<file path="src/rtl/l1d_cache_if.sv">
// CPU-side and memory-side signal bundle of the L1 data cache.
// Handshake: a CPU request (cpu_read/cpu_write) is held stable while cpu_stall is high
// and completes in the first cycle it is sampled with cpu_stall low; a memory request
// (mem_read/mem_write) is accepted in the first cycle it is high with mem_stall low,
// and read data arrives on mem_data in the cycle after that acceptance.
interface l1d_cache_if;
    logic [31:0] cpu_address;
    logic [31:0] cpu_write_data;
    logic        cpu_read;
    logic        cpu_write;
    logic [31:0] cpu_read_data;
    logic        cpu_stall;
    logic [31:0] mem_address;
    logic [31:0] mem_write_data;
    logic        mem_read;
    logic        mem_write;
    logic [31:0] mem_data;
    logic        mem_stall;

    modport master (
        output cpu_address, cpu_write_data, cpu_read, cpu_write, mem_data, mem_stall,
        input  cpu_read_data, cpu_stall, mem_address, mem_write_data, mem_read, mem_write
    );

    modport slave (
        input  cpu_address, cpu_write_data, cpu_read, cpu_write, mem_data, mem_stall,
        output cpu_read_data, cpu_stall, mem_address, mem_write_data, mem_read, mem_write
    );
endinterface

</file>
<file path="src/rtl/l1d_cache.sv">
// Direct-mapped, write-through, no-write-allocate L1 data cache with one-word lines.
// Addresses with bit 31 set bypass the cache and always go to memory.
module l1d_cache #(
    parameter int LINES = 8
) (
    input  logic        clock,
    input  logic        reset,
    l1d_cache_if.slave  bus,
    output logic [1:0]  dbg_state
);
    localparam int IDX  = $clog2(LINES);
    localparam int TAGW = 30 - IDX;

    typedef enum logic [1:0] {IDLE, READ_REQ, READ_WAIT, WRITE_REQ} state_t;

    state_t            state, state_next;
    logic [31:0]       req_addr, req_data;
    logic              latch_req;
    logic [LINES-1:0]  valid_q;
    logic [TAGW-1:0]   tag_q  [LINES];
    logic [31:0]       data_q [LINES];

    logic [IDX-1:0]    cpu_idx, req_idx;
    logic [TAGW-1:0]   cpu_tag, req_tag;
    logic              cpu_hit, req_hit, req_cacheable;

    logic [31:0]       cpu_read_data, mem_address, mem_write_data;
    logic              cpu_stall, mem_read, mem_write;

    assign cpu_idx       = bus.cpu_address[2+IDX-1:2];
    assign cpu_tag       = bus.cpu_address[31:2+IDX];
    assign req_idx       = req_addr[2+IDX-1:2];
    assign req_tag       = req_addr[31:2+IDX];
    assign cpu_hit       = ~bus.cpu_address[31] & valid_q[cpu_idx] & (tag_q[cpu_idx] == cpu_tag);
    assign req_cacheable = ~req_addr[31];
    assign req_hit       = req_cacheable & valid_q[req_idx] & (tag_q[req_idx] == req_tag);

    always_ff @(posedge clock) begin
        if (reset) begin
            state    <= IDLE;
            req_addr <= '0;
            req_data <= '0;
        end else begin
            state <= state_next;
            if (latch_req) begin
                req_addr <= bus.cpu_address;
                req_data <= bus.cpu_write_data;
            end
        end
    end

    // Line storage: only the valid bits need resetting, tag/data are qualified by them.
    always_ff @(posedge clock) begin
        if (reset) begin
            valid_q <= '0;
        end else if (state == READ_WAIT && req_cacheable) begin
            valid_q[req_idx] <= 1'b1;
            tag_q[req_idx]   <= req_tag;
            data_q[req_idx]  <= bus.mem_data;
        end else if (state == WRITE_REQ && !bus.mem_stall && req_hit) begin
            data_q[req_idx]  <= req_data;
        end
    end

    always_comb begin
        state_next     = state;
        latch_req      = 1'b0;
        cpu_stall      = 1'b0;
        cpu_read_data  = '0;
        mem_read       = 1'b0;
        mem_write      = 1'b0;
        mem_address    = '0;
        mem_write_data = '0;
        case (state)
            IDLE: begin
                if (bus.cpu_write) begin
                    cpu_stall  = 1'b1;
                    latch_req  = 1'b1;
                    state_next = WRITE_REQ;
                end else if (bus.cpu_read) begin
                    if (cpu_hit) begin
                        cpu_read_data = data_q[cpu_idx];
                    end else begin
                        cpu_stall  = 1'b1;
                        latch_req  = 1'b1;
                        state_next = READ_REQ;
                    end
                end
            end
            READ_REQ: begin
                mem_read    = 1'b1;
                mem_address = req_addr;
                cpu_stall   = 1'b1;
                if (!bus.mem_stall) state_next = READ_WAIT;
            end
            READ_WAIT: begin
                cpu_read_data = bus.mem_data;
                state_next    = IDLE;
            end
            WRITE_REQ: begin
                mem_write      = 1'b1;
                mem_address    = req_addr;
                mem_write_data = req_data;
                cpu_stall      = bus.mem_stall;
                if (!bus.mem_stall) state_next = IDLE;
            end
            default: state_next = IDLE;
        endcase
    end

    assign bus.cpu_read_data  = cpu_read_data;
    assign bus.cpu_stall      = cpu_stall;
    assign bus.mem_address    = mem_address;
    assign bus.mem_write_data = mem_write_data;
    assign bus.mem_read       = mem_read;
    assign bus.mem_write      = mem_write;
    assign dbg_state          = state;
endmodule

</file>
<file path="src/flat_wrapper.sv">
// flat-port wrapper written by rule: the top's interface ports become plain ports
module l1d_cache_flat 
#(
    parameter int LINES = 8
)
  (clock, reset, dbg_state, bus_cpu_address, bus_cpu_write_data, bus_cpu_read, bus_cpu_write, bus_mem_data, bus_mem_stall, bus_cpu_read_data, bus_cpu_stall, bus_mem_address, bus_mem_write_data, bus_mem_read, bus_mem_write);
  l1d_cache_if bus_i ();
  input  logic clock;
  input  logic reset;
  output logic [1:0] dbg_state;
  input wire logic [$bits(bus_i.cpu_address)-1:0] bus_cpu_address;
  input wire logic [$bits(bus_i.cpu_write_data)-1:0] bus_cpu_write_data;
  input wire logic [$bits(bus_i.cpu_read)-1:0] bus_cpu_read;
  input wire logic [$bits(bus_i.cpu_write)-1:0] bus_cpu_write;
  input wire logic [$bits(bus_i.mem_data)-1:0] bus_mem_data;
  input wire logic [$bits(bus_i.mem_stall)-1:0] bus_mem_stall;
  output wire logic [$bits(bus_i.cpu_read_data)-1:0] bus_cpu_read_data;
  output wire logic [$bits(bus_i.cpu_stall)-1:0] bus_cpu_stall;
  output wire logic [$bits(bus_i.mem_address)-1:0] bus_mem_address;
  output wire logic [$bits(bus_i.mem_write_data)-1:0] bus_mem_write_data;
  output wire logic [$bits(bus_i.mem_read)-1:0] bus_mem_read;
  output wire logic [$bits(bus_i.mem_write)-1:0] bus_mem_write;
  assign bus_i.cpu_address = bus_cpu_address;
  assign bus_i.cpu_write_data = bus_cpu_write_data;
  assign bus_i.cpu_read = bus_cpu_read;
  assign bus_i.cpu_write = bus_cpu_write;
  assign bus_i.mem_data = bus_mem_data;
  assign bus_i.mem_stall = bus_mem_stall;
  assign bus_cpu_read_data = bus_i.cpu_read_data;
  assign bus_cpu_stall = bus_i.cpu_stall;
  assign bus_mem_address = bus_i.mem_address;
  assign bus_mem_write_data = bus_i.mem_write_data;
  assign bus_mem_read = bus_i.mem_read;
  assign bus_mem_write = bus_i.mem_write;
  l1d_cache #(.LINES(LINES)) u_core (.clock(clock), .reset(reset), .bus(bus_i), .dbg_state(dbg_state));
endmodule
</file>
<file path="config.mk">
export PLATFORM = sky130hd
export DESIGN_NAME = l1d_cache_flat
export DESIGN_NICKNAME = d
export VERILOG_FILES = /design/src/rtl/l1d_cache_if.sv /design/src/rtl/l1d_cache.sv /design/src/flat_wrapper.sv
export SDC_FILE = /design/constraint.sdc
export NUM_CORES = 1
export LEC_CHECK = 0
export BUFFER_PORTS_ARGS = -buffer_cell sky130_fd_sc_hd__buf_2
export CORE_MARGIN = 2
export CORE_UTILIZATION = 50
export DETAILED_ROUTE_END_ITERATION = 8
export PLACE_DENSITY = 0.7
export SYNTH_ARGS = -nofsm -noshare
export SYNTH_HDL_FRONTEND = slang
export SYNTH_SLANG_ARGS = --single-unit
</file>
<file path="constraint.sdc">
create_clock -name clock -period 10 [get_ports clock]
set_clock_uncertainty 0.1 [all_clocks]
set_input_delay 1.5 -clock clock [delete_from_list [all_inputs] [get_ports clock]]
set_output_delay 1.5 -clock clock [all_outputs]
set_load 0.1 [all_outputs]
</file>
# == After elaboration in Yosys (flattened, before gate mapping) ==
# Memory sizes are Yosys's and may differ from the RTL's. A register that Yosys moved wholly into a read port is not among the register bits.
# Cells that the tools add are included.
# totals
ff_bits,74
mem_bits_rw,472
out_inout_bits,101
elab_cells,69
mem_count,2
# memory_table
memory,depth,width,read_ports,rd_ports_with_merged_regs,wr,line_no,text
u_core.data_q,8,32,1,0,1,l1d_cache.sv:21,logic [31:0] data_q [LINES];
u_core.tag_q,8,27,2,1,1,l1d_cache.sv:20,logic [TAGW-1:0] tag_q [LINES];
# op_classes
order_cmp,3
n_eq_ne,9
n_mux,35
n_bitwise,8
reduce_logical,8
# op_table
cell,n
$mux W32,6
$pmux W32 S2,1
$eq A27 B27 Y1,2
$mux W1,16
$mux W2,5
$lt A3 B4 Y1 const B,2
$or A8 B8 Y8,1
$pmux W2 S4,1
$bmux W1 S3,2
$mux W3,2
$ne A3 B3 Y1 const B,2
$and A1 B1 Y1,4
$eq A2 B2 Y1 const B,2
$logic_and A1 B1 Y1,4
$ne A2 B2 Y1 const B,2
$reduce_and A4 Y1,1
$demux W1 S3,1
$ge A3 B1 Y1 const B,1
$pmux W1 S3,1
$eq A2 B1 Y1 const B,1
$logic_not A2 Y1,1
$not A1 Y1,2
$reduce_or A2 Y1,1
$logic_not A1 Y1,1
$or A1 B1 Y1,1

# == Depth between registers and ports, before layout ==
# Gate-level depths: netlist (run 1).
# depth
word_depth,10
ltp_mapped,14
depth_no_buf,8

# == Least setup slack after synthesis (run 1) ==
# No wires, ideal clock.
# synth_path
path_kind,input to output
from,in bus_cpu_address[2]
to,out bus_cpu_read_data[0]
arrival_ps,5687
required_time_ps,8400
path_slack_ps,2713
path_stages,10
path_cell_list,buf_2 -> buf_2 -> mux4_2 -> mux2i_1 -> xnor2_1 -> nor4_1 -> and4_1 -> nand4_1 -> clkbuf_1 -> o21ai_0
# synth_between
elab_chain_len,8
elab_cells_between_ends,11
cone_classes,eq/ne (1); mux (6); bitwise (2); memory (2)
# synth_rtl
element,line_no,text
from (decl),flat_wrapper.sv:11,input wire logic [$bits(bus_i.cpu_address)-1:0] bus_cpu_address;
"parallel branches: the longest is 4 deep, another holds $mem_v2 Z8 W27",n/a,
$mux W32 *,l1d_cache.sv:81,if (cpu_hit) begin
$mux W32 *,l1d_cache.sv:80,end else if (bus.cpu_read) begin
$mux W32 *,l1d_cache.sv:76,if (bus.cpu_write) begin
$pmux W32 S2 *,l1d_cache.sv:74,case (state)
to (decl),flat_wrapper.sv:17,output wire logic [$bits(bus_i.cpu_read_data)-1:0] bus_cpu_read_data;
# Mark *: on every way between the ends. The select of a mux whose other input is x is not followed.

# == Worst setup path after layout (run 1) ==
# layout_path
from,in bus_cpu_address[2]
to,out bus_cpu_read_data[12]
# Same word-level chain as after synthesis.

==> results of run 1 <==
## cells in the mapped netlist (all sizes together), types with 2 or more instances
master	n
a21oi	2
or3b	3
nor4	11
mux2i	187
nor2	17
mux2	32
a31oi	2
inv	2
dfxtp	77
nor2b	6
nor3	9
nand2b	7
nand3b	2
nand4	7
edfxtp	472
nand2	178
o21ai	35
xor2	13
and2	36
clkbuf	53
nand3	2
mux4	148
a21o	9
buf	46
a22oi	20
xnor2	37
and3	32
o211ai	2
## cell families (layout without fill, tap and decap cells)
group | count (synthesis) | count (layout) | synth area share
buf+inv | 101 | 334 | 0.0202
flops | 549 | 549 | 0.648
other cells | 0 | 2 | 0
compound gates | 79 | 79 | 0.0210
xor+xnor | 50 | 50 | 0.0181
simple gates | 315 | 315 | 0.0630
mux | 367 | 367 | 0.230
## worst max-delay path: stages
cell and delay, ns:
buf_6 0.75, buf_4 0.81, nor2b_1 0.27, a22o_1 0.27, a221oi_1 0.25, xnor2_1 0.20
nand3b_1 0.10, nor4_1 0.30, nand4_1 0.15, buf_4 0.30, o21ai_0 0.23, buf_2 0.45
## where the power goes
group          switching, W  internal [W]  total [W]
sequential        0.0000660       0.00254    0.00261
combinational      0.000383      0.000206   0.000589
clock              0.000859       0.00108    0.00194
## registers in the layout, summed over array words and instances, names as in the netlist, named ones only
register and count:
u_core.data_q 256, u_core.dbg_state 2, u_core.req_addr 32, u_core.req_data 32, u_core.tag_q 216, u_core.valid_q 8
## routing by layer
layer,wire length [um],track usage,vias up
met1,24700,0.327,7225
met2,28500,0.388,511
li1,-,-,6087
met4,1460,0.0707,2
met5,13,0,-
met3,4300,0.0451,91
## per-stage QoR
| step | setup WS (ns) | cells |
|---|---|---|
| finish | 2.64 | 2311 |
| global route | 2.16 | 2310 |
| CTS | 2.58 | 2309 |
| detailed placement | 2.60 | 2207 |
| global placement | 2.68 | 2207 |
| floorplan | 2.71 | 1461 |
## worst max path at each step
stage	to	from	cells after the start
2_1_floorplan	bus_cpu_read_data[0]	bus_cpu_address[2]	10
3_3_place_gp	bus_cpu_read_data[3]	bus_cpu_address[2]	10
3_5_place_dp	bus_cpu_read_data[4]	bus_cpu_address[2]	12
4_1_cts	bus_cpu_read_data[14]	bus_cpu_address[2]	12
5_1_grt	bus_cpu_read_data[19]	bus_cpu_address[2]	12
6_report	bus_cpu_read_data[12]	bus_cpu_address[2]	12
## area by class of cell
type | instances | area, um2 | area share
tap | 615 | 769 | 0.0279
clock buffer | 70 | 1450 | 0.0526
timing repair buffer | 230 | 1230 | 0.0448
antenna | 2 | 5.00 | 0.000181
clock inverter | 32 | 240 | 0.00871
inverter | 2 | 10.0 | 0.000363
multi-input combinational | 811 | 8160 | 0.296
sequential | 549 | 15700 | 0.570
==> impl_metrics.py, run 1 <==
metrics = {
    "clock_network": {
        "clock-root-buffer": "clkbuf_16",
        "cts_tree": "built",
        "clk_path_buf_depth": 3,
        "insertion_delay_ns": 0.61,
        "cts.reportedPaths.clkPinSlew_ns": 0.06,
        "h-tree-depth": 2,
        "clock-sinks": 549,
        "ctsResizeCount": 0,
        "holdBufCountCts": 0,
        "numCtsBuffers": 55,
        "post_cts_buffers": 0,
    },
    "grt": {
        "antenna_found_initial": 3,
        "grt_pass1_wl_um": 88300,
        "grt_max_degree": 81,
        "first_global_vias": 14100,
        "grt_usage": 0.238,
        "grt_overflow_total": 0,
    },
    "critical_path": {
        "r2r-end": "u_core.data_q[0][11]$_DFFE_PP_",
        "cp_max_fo": 80,
        "r2r_cells": 11,
        "required_ns": 8.40,
        "end_kind": "output pin",
        "critPathArrivalTime_ns": 5.76,
        "worst-setup-path-type": "primary input to output pin",
        "rrSetupSlack_ns": 3.95,
        "cp-start-kind": "primary input",
    },
    "timing": {
        "worst_pin_slew_ns": 1.19,
        "hold_viol": 0,
        "grt_setup_unrepaired": "false",
        "fmax_mhz": 136,
        "relSlewSlack": 0.203,
        "fin_crit_sh": 0.736,
        "maxSlewViolCount": 0,
        "setup-violations-final": 0,
        "period_needed_ns": 7.36,
        "finalSetupTns_ns": 0,
        "whs_ns": 0.358,
    },
    "logic_synthesis": {
        "synth_area_leader_cell": "edfxtp_1",
        "ys_ff_latch": 549,
        "synth_ff_type": "edfxtp_1",
        "synth_top_cells_by_area": "edfxtp_1 58%, mux4_2 14%, mux2i_1 7.7%, dfxtp_1 6.4%, nand2_1 2.8%",
        "syn_area_mm2": 0.0242,
        "async_flop_share": 0,
        "synth_top_area_frac": 0.585,
        "syn_area_per_cell_um2": 16.6,
        "yosysUniqueCellTypes": 51,
        "synth_edf_count": 472,
        "syn_inst": 1461,
        "ys_seq_area_frac": 0.648,
        "synth_warnings": 0,
        "syn_nets": 1562,
    },
    "power_and_ir_drop": {
        "power_w": 0.00514,
        "ir_worst_vdd_v": 0.000132,
        "leakage_nw": 9.90,
        "p_per_area_mw_per_mm2": 186,
    },
    "min_path": {
        "whs_path_depth": 2,
        "whs_endpoint": "u_core.req_addr[0]$_SDFFE_PP0P_",
        "hp-start": "u_core.req_addr[0]$_SDFFE_PP0P_",
        "hp-class": "flip-flop to flip-flop",
    },
    "layout": {
        "nNetsFinal": 1750,
        "synthToLayoutAreaGrowth_pct": 13.8,
        "final_cell_mix": "472 x edfxtp_1, 198 x buf_2, 187 x mux2i_1, 178 x nand2_1, 148 x mux4_2",
        "final_common_cell": "edfxtp_1",
        "layout-drive-gt1-share": 0.285,
        "nFillCells": 3663,
        "fin_area_mm2": 0.0276,
        "fin_util": 0.577,
    },
    "floorplanning": {
        "std_cell_rows": 80,
        "core_mm2": 0.0478,
        "ios": 202,
        "die_x_um": 224,
        "fp.dieH_um": 224,
        "initial_core_util": 0.507,
        "die-area_mm2": 0.0503,
    },
    "flow_run": {
        "drv_cap": 0,
    },
    "placed_design": {
        "gp_congestion": 0.787,
        "place_hpwl_um": 35100,
        "place_area_mm2": 0.0259,
        "port_buffers": 201,
    },
    "detailed_routing": {
        "drc": 0,
        "vias_per_cell": 6.02,
        "vias": 13900,
        "final_antenna_net_count": 0,
        "drtIter0Drc": 1306,
        "wl_per_cell_um": 25.5,
        "dr.pass1.iters": 5,
        "routed_wl_um": 59000,
    },
    "status": {
        "status": "finished, final reports clean",
    },
}
(Power assumes the default switching activity.)
==> run 2: changes to the inputs <==
Clock period 10 ns to 7.1 ns, I/O delays scaled along.
==> run 2 against run 1 <==
Via count is 0.11% higher. Largest power group unchanged. Final area is 0.82% higher. Count of clock-buffer cells in the layout is 7 higher. First-iteration DRC count is 2.9% lower. Flip-flop and latch count stayed put. Sequential power is 42% higher. Worst hold slack better by 0.0047 ns. Power is 45% higher. Critical path depth is 2 lower. Global-route usage is 0.067 points higher. Routed wire length is 0.42% higher.
==> impl_metrics.py, run 2 (synthesized netlist as in run 1, its figures left out) <==
metrics = {
    "detailed_routing": {
        "wl_per_cell_um": 25.5,
        "drtIter0Drc": 1268,
        "dr.pass1.iters": 5,
        "drc": 0,
        "vias": 13900,
        "final_antenna_net_count": 0,
        "vias_per_cell": 6.00,
        "routed_wl_um": 59200,
    },
    "clock_network": {
        "post_cts_buffers": 0,
        "clock-sinks": 549,
        "clk_path_buf_depth": 3,
        "clock-root-buffer": "clkbuf_16",
        "cts.reportedPaths.clkPinSlew_ns": 0.06,
        "numCtsBuffers": 57,
        "insertion_delay_ns": 0.63,
        "holdBufCountCts": 0,
        "ctsResizeCount": 0,
        "cts_tree": "built",
        "h-tree-depth": 2,
    },
    "power_and_ir_drop": {
        "power.internal_w": 0.00558,
        "leakage_nw": 10.0,
        "ir_worst_vdd_v": 0.000194,
        "power_frac_comb": 0.108,
        "p_seq_frac": 0.495,
        "p_per_area_mw_per_mm2": 268,
        "p_sw_frac": 0.252,
        "p_clk_frac": 0.396,
        "switching_power_w": 0.00188,
        "power_w": 0.00746,
    },
    "timing": {
        "whs_ns": 0.362,
        "period_needed_ns": 6.00,
        "fmax_mhz": 167,
        "relSlewSlack": 0.288,
        "grt_setup_unrepaired": "false",
        "finalSetupTns_ns": 0,
        "finalWorstSetupSlack_ns": 1.10,
        "fin_crit_sh": 0.845,
        "worst_pin_slew_ns": 1.07,
        "setup-violations-final": 0,
        "maxSlewViolCount": 0,
        "hold_viol": 0,
    },
    "placed_design": {
        "preCtsSetupSlack_ns": 1.11,
        "place_hpwl_um": 35700,
        "gp_congestion": 0.788,
        "port_buffers": 201,
    },
    "floorplanning": {
        "ios": 202,
        "std_cell_rows": 80,
        "die-area_mm2": 0.0503,
        "fp.dieH_um": 224,
        "core_mm2": 0.0478,
        "initial_core_util": 0.507,
        "die_x_um": 224,
    },
    "layout": {
        "final_common_cell": "edfxtp_1",
        "synthToLayoutAreaGrowth_pct": 14.8,
        "fin_util": 0.581,
        "layout-drive-gt1-share": 0.294,
        "final_cell_mix": "472 x edfxtp_1, 198 x buf_2, 187 x mux2i_1, 178 x nand2_1, 148 x mux4_2",
        "largest_register_ffs": 256,
        "top_register": "u_core.data_q",
        "largestRegisters": "u_core.data_q x256, u_core.tag_q x216",
        "nNetsFinal": 1757,
    },
    "critical_path": {
        "r2r_cells": 10,
        "cp-start-kind": "primary input",
        "critical_path.startpoint": "bus_cpu_address[2]",
        "cp-endpoint": "bus_cpu_read_data[0]",
        "critPathArrivalTime_ns": 4.83,
        "rrSetupSlack_ns": 1.89,
        "worst-setup-path-type": "primary input to output pin",
        "end_kind": "output pin",
        "r2r-end": "u_core.data_q[6][1]$_DFFE_PP_",
        "cp_max_fo": 78,
        "required_ns": 5.93,
    },
    "grt": {
        "grt_max_degree": 79,
        "grt_overflow_total": 0,
        "grt_usage": 0.238,
        "first_global_vias": 14200,
        "antenna_found_initial": 3,
        "grt_pass1_wl_um": 88300,
    },
    "flow_run": {
        "drv_cap": 0,
    },
    "min_path": {
        "hp-class": "flip-flop to flip-flop",
    },
    "status": {
        "status": "finished, final reports clean",
    },
}
## run 2: changes by cell type in the layout (fill, tap and decap cells not counted), sizes merged
cell and change:
clkinv -4, bufinv +2, buf +5, diode +1
clkbuf +7
## run 2: cell type report
class / instances / area [um2]
clock buffer: 77 / 1570
antenna: 3 / 7.51
inverter: 2 / 10.0
multi-input combinational: 811 / 8160
fill: 3668 / 20000
clock inverter: 30 / 308
timing repair buffer: 235 / 1270
tap: 615 / 769
sequential: 549 / 15700
## run 2: worst min-delay path by stage
stage,startpoint,endpoint,slack (ns),depth (start not counted)
after floorplan,u_core.req_addr[0]$_SDFFE_PP0P_,u_core.req_addr[0]$_SDFFE_PP0P_,0.33,2
after global placement,u_core.req_addr[0]$_SDFFE_PP0P_,u_core.req_addr[0]$_SDFFE_PP0P_,0.34,2
after detailed placement,u_core.req_addr[0]$_SDFFE_PP0P_,u_core.req_addr[0]$_SDFFE_PP0P_,0.35,2
after CTS,u_core.req_addr[0]$_SDFFE_PP0P_,u_core.req_addr[0]$_SDFFE_PP0P_,0.36,2
after global routing,u_core.req_addr[0]$_SDFFE_PP0P_,u_core.req_addr[0]$_SDFFE_PP0P_,0.38,2
final,u_core.req_addr[0]$_SDFFE_PP0P_,u_core.req_addr[0]$_SDFFE_PP0P_,0.36,2
## run 2: per-stage QoR
stage,cell area [um2],cells
floorplan,24200,1461
global placement,25900,2212
detailed placement,25900,2212
CTS,27800,2319
global route,27800,2319
finish,27800,2322
## run 2: per-layer routing
| metal | up-vias | global-route usage | wire length (um) |
|---|---|---|---|
| met3 | 83 | 0.0468 | 4470 |
| met1 | 7189 | 0.329 | 24600 |
| met4 | 0 | 0.0684 | 1330 |
| li1 | 6112 | - | - |
| met5 | - | 0 | 0 |
| met2 | 547 | 0.388 | 28800 |
## run 2: worst max-delay path, cell delays in order
cell and delay [ns]:
buf_6 0.71, mux4_2 0.61, mux2i_1 0.19, xnor2_1 0.14, a211o_1 0.24, nor4_1 0.60
nand4_1 0.18, buf_4 0.30, o21ai_0 0.22, buf_2 0.45
## run 2: power by group through the flow
stage	combinational (W)	sequential, W	clock, W
after floorplan	0.000632	0.00370	0
after global placement	0.000799	0.00376	0
after detailed placement	0.000809	0.00377	0
after CTS	0.000813	0.00370	0.00301
after global routing	0.000856	0.00371	0.00314
final	0.000809	0.00370	0.00296
